[src/rtl/panel_loader.sv]
// panel_loader: front-panel sequencer that deposits a memory image through sw/btnl/btnd, loads the start PC and runs until the run indicator falls.
// Ports: clk, btnCpuReset (async active-low); start/start_pc begin a load; img_* valid/ready entry stream;
// run_ind CPU running indicator; sw/btnl/btnd panel drive; busy/done status; words_loaded deposit count.
module panel_loader #(
  parameter int SETTLE    = 10,
  parameter bit SKIP_ZERO = 1'b1
) (
  input  logic        clk,
  input  logic        btnCpuReset,
  input  logic        start,
  input  logic [11:0] start_pc,
  input  logic        img_valid,
  output logic        img_ready,
  input  logic [11:0] img_addr,
  input  logic [11:0] img_data,
  input  logic        img_last,
  input  logic        run_ind,
  output logic [12:0] sw,
  output logic        btnl,
  output logic        btnd,
  output logic        busy,
  output logic        done,
  output logic [12:0] words_loaded
);
  localparam logic [3:0] IDLE        = 4'd0;
  localparam logic [3:0] ACCEPT      = 4'd1;
  localparam logic [3:0] A_SET       = 4'd2;
  localparam logic [3:0] A_PRESS     = 4'd3;
  localparam logic [3:0] A_REL       = 4'd4;
  localparam logic [3:0] D_SET       = 4'd5;
  localparam logic [3:0] D_PRESS     = 4'd6;
  localparam logic [3:0] D_REL       = 4'd7;
  localparam logic [3:0] S_SET       = 4'd8;
  localparam logic [3:0] S_PRESS     = 4'd9;
  localparam logic [3:0] S_REL       = 4'd10;
  localparam logic [3:0] RUN_WAIT_HI = 4'd11;
  localparam logic [3:0] RUN_WAIT_LO = 4'd12;
  localparam logic [3:0] DONE        = 4'd13;
  logic [3:0]  state_q, state_d;
  logic [7:0]  tmr_q, tmr_d;
  logic [11:0] addr_q, addr_d, data_q, data_d, pc_q, pc_d, nxt_q, nxt_d;
  logic        last_q, last_d, nxt_v_q, nxt_v_d;
  logic [12:0] sw_q, sw_d, cnt_q, cnt_d;
  logic        btnl_q, btnl_d, btnd_q, btnd_d, rdy_q, rdy_d, busy_q, busy_d, done_q, done_d;
  logic        run_d, enter, phase_end;
  assign phase_end = tmr_q == 8'(SETTLE - 1);
  always_comb begin
    state_d = state_q;
    addr_d  = addr_q;
    data_d  = data_q;
    last_d  = last_q;
    pc_d    = pc_q;
    nxt_d   = nxt_q;
    nxt_v_d = nxt_v_q;
    cnt_d   = cnt_q;
    run_d   = sw_q[12];
    case (state_q)
      IDLE, DONE: if (start) begin
        pc_d    = start_pc;
        cnt_d   = '0;
        nxt_v_d = 1'b0;
        state_d = ACCEPT;
      end
      ACCEPT: if (img_valid) begin
        addr_d  = img_addr;
        data_d  = img_data;
        last_d  = img_last;
        // zero words are swallowed without touching the panel; a contiguous
        // entry rides on the PDP8's deposit auto-increment instead of Load PC
        state_d = (SKIP_ZERO && img_data == 12'd0) ? (img_last ? S_SET : ACCEPT) :
                  (!nxt_v_q || img_addr != nxt_q) ? A_SET : D_SET;
      end
      A_SET:   state_d = phase_end ? A_PRESS : A_SET;
      A_PRESS: state_d = phase_end ? A_REL : A_PRESS;
      A_REL:   state_d = phase_end ? D_SET : A_REL;
      D_SET:   state_d = phase_end ? D_PRESS : D_SET;
      D_PRESS: state_d = phase_end ? D_REL : D_PRESS;
      D_REL: if (phase_end) begin
        cnt_d   = cnt_q == 13'd4096 ? cnt_q : cnt_q + 13'd1;
        nxt_d   = addr_q + 12'd1;
        nxt_v_d = 1'b1;
        state_d = last_q ? S_SET : ACCEPT;
      end
      S_SET:   state_d = phase_end ? S_PRESS : S_SET;
      S_PRESS: state_d = phase_end ? S_REL : S_PRESS;
      S_REL: if (phase_end) begin
        run_d   = 1'b1;
        state_d = RUN_WAIT_HI;
      end
      RUN_WAIT_HI: state_d = run_ind ? RUN_WAIT_LO : RUN_WAIT_HI;
      RUN_WAIT_LO: if (!run_ind) begin
        run_d   = 1'b0;
        state_d = DONE;
      end
      default: state_d = IDLE;
    endcase
    enter  = state_d != state_q;
    tmr_d  = enter ? 8'd0 : tmr_q + 8'd1;
    // switch data only moves when a *_SET phase is entered
    sw_d   = {run_d, !enter ? sw_q[11:0] :
                     state_d == A_SET ? addr_d :
                     state_d == D_SET ? data_d :
                     state_d == S_SET ? pc_d : sw_q[11:0]};
    btnl_d = state_d == A_PRESS || state_d == S_PRESS;
    btnd_d = state_d == D_PRESS;
    rdy_d  = state_d == ACCEPT;
    busy_d = state_d != IDLE && state_d != DONE;
    done_d = state_d == DONE;
  end
  always_ff @(posedge clk or negedge btnCpuReset) begin
    if (!btnCpuReset) begin
      state_q <= IDLE;
      tmr_q   <= '0;
      addr_q  <= '0;
      data_q  <= '0;
      last_q  <= 1'b0;
      pc_q    <= '0;
      nxt_q   <= '0;
      nxt_v_q <= 1'b0;
      cnt_q   <= '0;
      sw_q    <= '0;
      btnl_q  <= 1'b0;
      btnd_q  <= 1'b0;
      rdy_q   <= 1'b0;
      busy_q  <= 1'b0;
      done_q  <= 1'b0;
    end else begin
      state_q <= state_d;
      tmr_q   <= tmr_d;
      addr_q  <= addr_d;
      data_q  <= data_d;
      last_q  <= last_d;
      pc_q    <= pc_d;
      nxt_q   <= nxt_d;
      nxt_v_q <= nxt_v_d;
      cnt_q   <= cnt_d;
      sw_q    <= sw_d;
      btnl_q  <= btnl_d;
      btnd_q  <= btnd_d;
      rdy_q   <= rdy_d;
      busy_q  <= busy_d;
      done_q  <= done_d;
    end
  end
  assign sw           = sw_q;
  assign btnl         = btnl_q;
  assign btnd         = btnd_q;
  assign img_ready    = rdy_q;
  assign busy         = busy_q;
  assign done         = done_q;
  assign words_loaded = cnt_q;
endmodule

[config.mk]
export PLATFORM = sky130hd
export DESIGN_NAME = panel_loader
export DESIGN_NICKNAME = d
export VERILOG_FILES = /design/src/rtl/panel_loader.sv
export SDC_FILE = /design/constraint.sdc
export NUM_CORES = 1
export LEC_CHECK = 0
export ABC_AREA = 1
export ABC_CLOCK_PERIOD_IN_PS = 6300
export BUFFER_PORTS_ARGS = -buffer_cell sky130_fd_sc_hd__buf_2
export CORE_MARGIN = 2
export CORE_UTILIZATION = 40
export CTS_BUF_LIST = sky130_fd_sc_hd__clkbuf_4 sky130_fd_sc_hd__clkbuf_8
export DETAILED_ROUTE_END_ITERATION = 10
export GPL_ROUTABILITY_DRIVEN = 0
export SYNTH_ARGS = -nofsm -noshare
export SYNTH_HDL_FRONTEND = slang
export SYNTH_SLANG_ARGS = --single-unit
[constraint.sdc]
create_clock -name clk -period 6.3 [get_ports clk]
set_clock_uncertainty 0.15 [all_clocks]
set_input_delay 1.26 -clock clk [delete_from_list [all_inputs] [get_ports clk]]
set_output_delay 1.26 -clock clk [all_outputs]
set_load 0.005 [all_outputs]
==> reports/results.md <==
| Step | Result | Reported |
|:---|:---|:---|
| timing | Slew Limit Fails | 0 |
| critical path | Crit. End Element | register |
| power | Leakage | 3.05 nW |
| worst hold path | Worst Hold Depth | 2 |
| cts | H-tree depth reported by CTS | 3 |
| worst hold path | Worst hold endpoint | sw[6]$_DFFE_PN0P_ |
| cts | Number of instances resized during post-cts repair | 0 |
| route | Antenna-violating nets left | 0 |
| place | Sum of net half-perimeters after detailed placement | 9.59 mm |
| critical path | Flop2flop setup slack | 3.09 ns |
| cts | Cts bufs inserted | 9 |
| critical path | R2R cell count | 13 |
| route | Vias per inst | 4.82 |
| synthesis | Number of warnings printed during yosys synthesis | 0 |
| synthesis | Post-synth cell types | 39 |
| worst hold path | Path type of the worst min-delay path | reg2reg |
| critical path | Data arrival time of the worst path | 3.59 ns |
| floorplan | Floorplan die height | 117 um |
| timing | Setup repair after global routing missed its margin | false |
| cts | Clock transition at the register clock pins on the worst setup and hold paths after CTS | 0.10 ns |
| timing | Max Clock Freq | 0.293 GHz |
| critical path | Required time at the endpoint of the critical path | 6.47 ns |
| final layout | Commonest non-fill, non-tap cells in the layout | sky130_fd_sc_hd__nand2_1 (207), sky130_fd_sc_hd__inv_1 (98), sky130_fd_sc_hd__dfrtp_1 (93), sky130_fd_sc_hd__buf_2 (71), sky130_fd_sc_hd__o21ai_0 (56) |
| cts | Later-pin clock latency in the skew report | 0.38 ns |
| route | DRC violation count after routing | 0 |
| timing | Final cycle utilization of the critical path | 54.2% |
| route | Violation count after the first detailed-routing iteration | 279 |
| cts | Clock sink count | 93 |
| global route | Final global-route overflow total | 0 |
| place | Worst Setup Slack post-DPL | 2.52 ns |
| status | Result of the run | complete, no violations |
| cts | TritonCTS clock tree | built |
| global route | Overall fraction of global-route tracks in use | 19.4% |
| timing | Final hold slack | 0.345 ns |
| floorplan | Standard-cell row count | 41 |
| floorplan | Die Area | 13800 sq um |
| final layout | Antenna fix cells | 0 |
| synthesis | Synth Net Count | 733 |
| final layout | Net count of the finished layout | 799 |
| final layout | Layout cell share with drive strength beyond 1 | 18.9% |
| worst hold path | Worst Min Path Start | sw[6]$_DFFE_PN0P_ |
| power | Power density normalized to cell area | 356 nW/um^2 |
| critical path | CP max stage cell | sky130_fd_sc_hd__a21oi_2 |
| synthesis | Mean instance size in the synthesized netlist | 7.49 sq um |
| floorplan | Starting density of the core | 40.9% |
| global route | Via count of the first global-routing pass | 4462 |
| route | Detailed-route via count | 4481 |
| timing | Final setup violating endpoints | 0 |
| route | WL/cell | 13.5 um |
| floorplan | Num ports | 73 |
| synthesis | Portion of the post-synthesis area used by sequential elements | 45.3% |
| critical path | Cell-by-cell listing of the critical path | buf_2, inv_1, a21oi_1, nand3_1, nor2_2, nand4_4, a21oi_2, nand3_2, nand3_2, nand2_4, inv_4, nand2_1, nand2_1 |
| timing | Transition time at the pin with the least slew margin | 0.977 ns |
| final layout | Number of filler instances in the final layout | 1276 |
| route | Number of search-and-repair iterations in the first detailed-routing pass | 5 |
| critical path | Endpoint of the worst-slack reg-to-reg timing path | sw[2]$_DFFE_PN0P_ |
| cts | Clk root buf | sky130_fd_sc_hd__clkbuf_8 |
| timing | Worst setup margin | 2.89 ns |
| cts | Buffers inserted during post-CTS setup optimization | 0 |
| timing | Time the worst path needs with I/O delays and setup | 3.41 ns |
| final layout | Post-layout util | 46.5% |
| flow run | Number of violations of the max-capacitance limit | 0 |
| cts | Maximum number of buffers from clock root to sink | 2 |
| floorplan | Core area | 12600 sq um |
| place | Number of buffers inserted by port buffering | 72 |
| power | Worst supply voltage drop on vdd | 179 uV |
| critical path | Worst-path maximum fanout | 13 |
| timing | Final setup TNS | 0 ns |
| timing | Slew margin rel. | 34.7% |
| final layout | Area grow syn2layout | 13.8% |
| cts | Quantity of hold-fixing buffers added after cts | 0 |
| synthesis | FF+latch count, synth | 93 |
| timing | Number of hold violations in the final report | 0 |
| global route | Global-route wire length before repair | 21.6 mm |
| route | Overall routed net length | 12.6 mm |
| critical path | Slowest cell delay on critical path | 0.50 ns |
| synthesis | Netlist Area Pre-Place | 5130 sq um |
| floorplan | Die outline width | 117 um |
| global route | Antenna violations before repair | 0 |
| global route | Largest net degree at the start of global routing | 59 |
| critical path | Startpoint Class | input port |
| critical path | Critical register-to-register path startpoint | state_q[2]$_DFF_PN0_ |
| synthesis | Gate Count Post-Synth | 686 |
| critical path | Category of the most critical setup path | in2reg |
| final layout | Leading cell type in the layout, fill and taps excluded | sky130_fd_sc_hd__nand2_1 |
==> cells in the mapped netlist, drive strengths merged <==
master	number	area share (%)
nand2	217	17
inv	108	8.0
dfrtp	93	45
nor2	60	5.3
o21ai	59	5.8
nand3	44	4.7
nand4	15	2.1
a21oi	13	1.4
or2	12	1.5
nor3	11	1.2
clkbuf	10	0.73
buf	8	1.2
nor3b	8	1.3
ha	5	1.2
xor2	5	0.85
nor4	4	0.73
xnor2	4	0.68
o211ai	2	0.29
o22ai	2	0.24
o31ai	2	0.29
a31oi	1	0.12
and3	1	0.12
o21a	1	0.15
o21ba	1	0.19
==> through the flow <==
stage               total power, W  cells  cell area [sq um]
floorplan                  0.00141    686               5130
global placement           0.00162    913               5620
detailed placement         0.00164    913               5620
CTS                        0.00210    929               5840
global route               0.00227    929               5840
finish                     0.00208    929               5840
==> sequential cells by signal, summed over array words and instances (netlist names) <==
register and flops:
sw 13, words_loaded 13, addr_q 12, data_q 12, nxt_q 12, pc_q 12
tmr_q 8, state_q 4, btnd 1, btnl 1, busy 1, done 1
img_ready 1, last_q 1, nxt_v_q 1
==> worst max path at each step <==
stage	to	from
after detailed placement	sw[4]$_DFFE_PN0P_	img_addr[5]
final	sw[2]$_DFFE_PN0P_	img_addr[5]
after CTS	sw[11]$_DFFE_PN0P_	img_addr[5]
after floorplan	sw[10]$_DFFE_PN0P_	img_addr[9]
after global routing	sw[3]$_DFFE_PN0P_	img_addr[5]
after global placement	sw[11]$_DFFE_PN0P_	img_addr[5]
==> power by group <==
part / total (W) / switching (W) / internal [W]
registers: 0.000865 / 0.000100 / 0.000765
clock network: 0.000451 / 0.000226 / 0.000225
logic: 0.000765 / 0.000499 / 0.000266
==> metal layers <==
layer	part of all wire (%)	GRT usage (%)
met5	0	0
met1	47	25.4
met3	4.5	5.01
met4	1.8	5.65
met2	46	31.9
==> worst max-delay path: cells and delay by family <==
family,cells,cell delay [ns]
buffers and inverters,3,0.29
AND/OR/NAND/NOR,8,1.36
AO/OA/AOI/OAI,2,0.67
==> layout make-up <==
type	count	area, sq um	area share, %
flip-flops and latches	93	2330	39.8
multi-input cells	467	2300	39.3
inverters	108	410	7.02
repair buffers	73	370	6.34
well taps	172	215	3.68
clock buffers	9	124	2.12
clock inverters	7	97.6	1.67
==> cell families (layout without fill, tap and decap cells) <==
logic type               count (synthesis)  in the layout  share of synthesized area (%)
AND/OR/NAND/NOR                        372            372                           33.6
flip-flops                              93             93                           45.3
XOR/XNOR                                 9              9                           1.53
buffers and inverters                  126            197                           9.92
AO/OA/AOI/OAI                           81             81                           8.46
adder cells (fa/ha/maj)                  5              5                           1.22
Power figures use the tool's default switching activity.
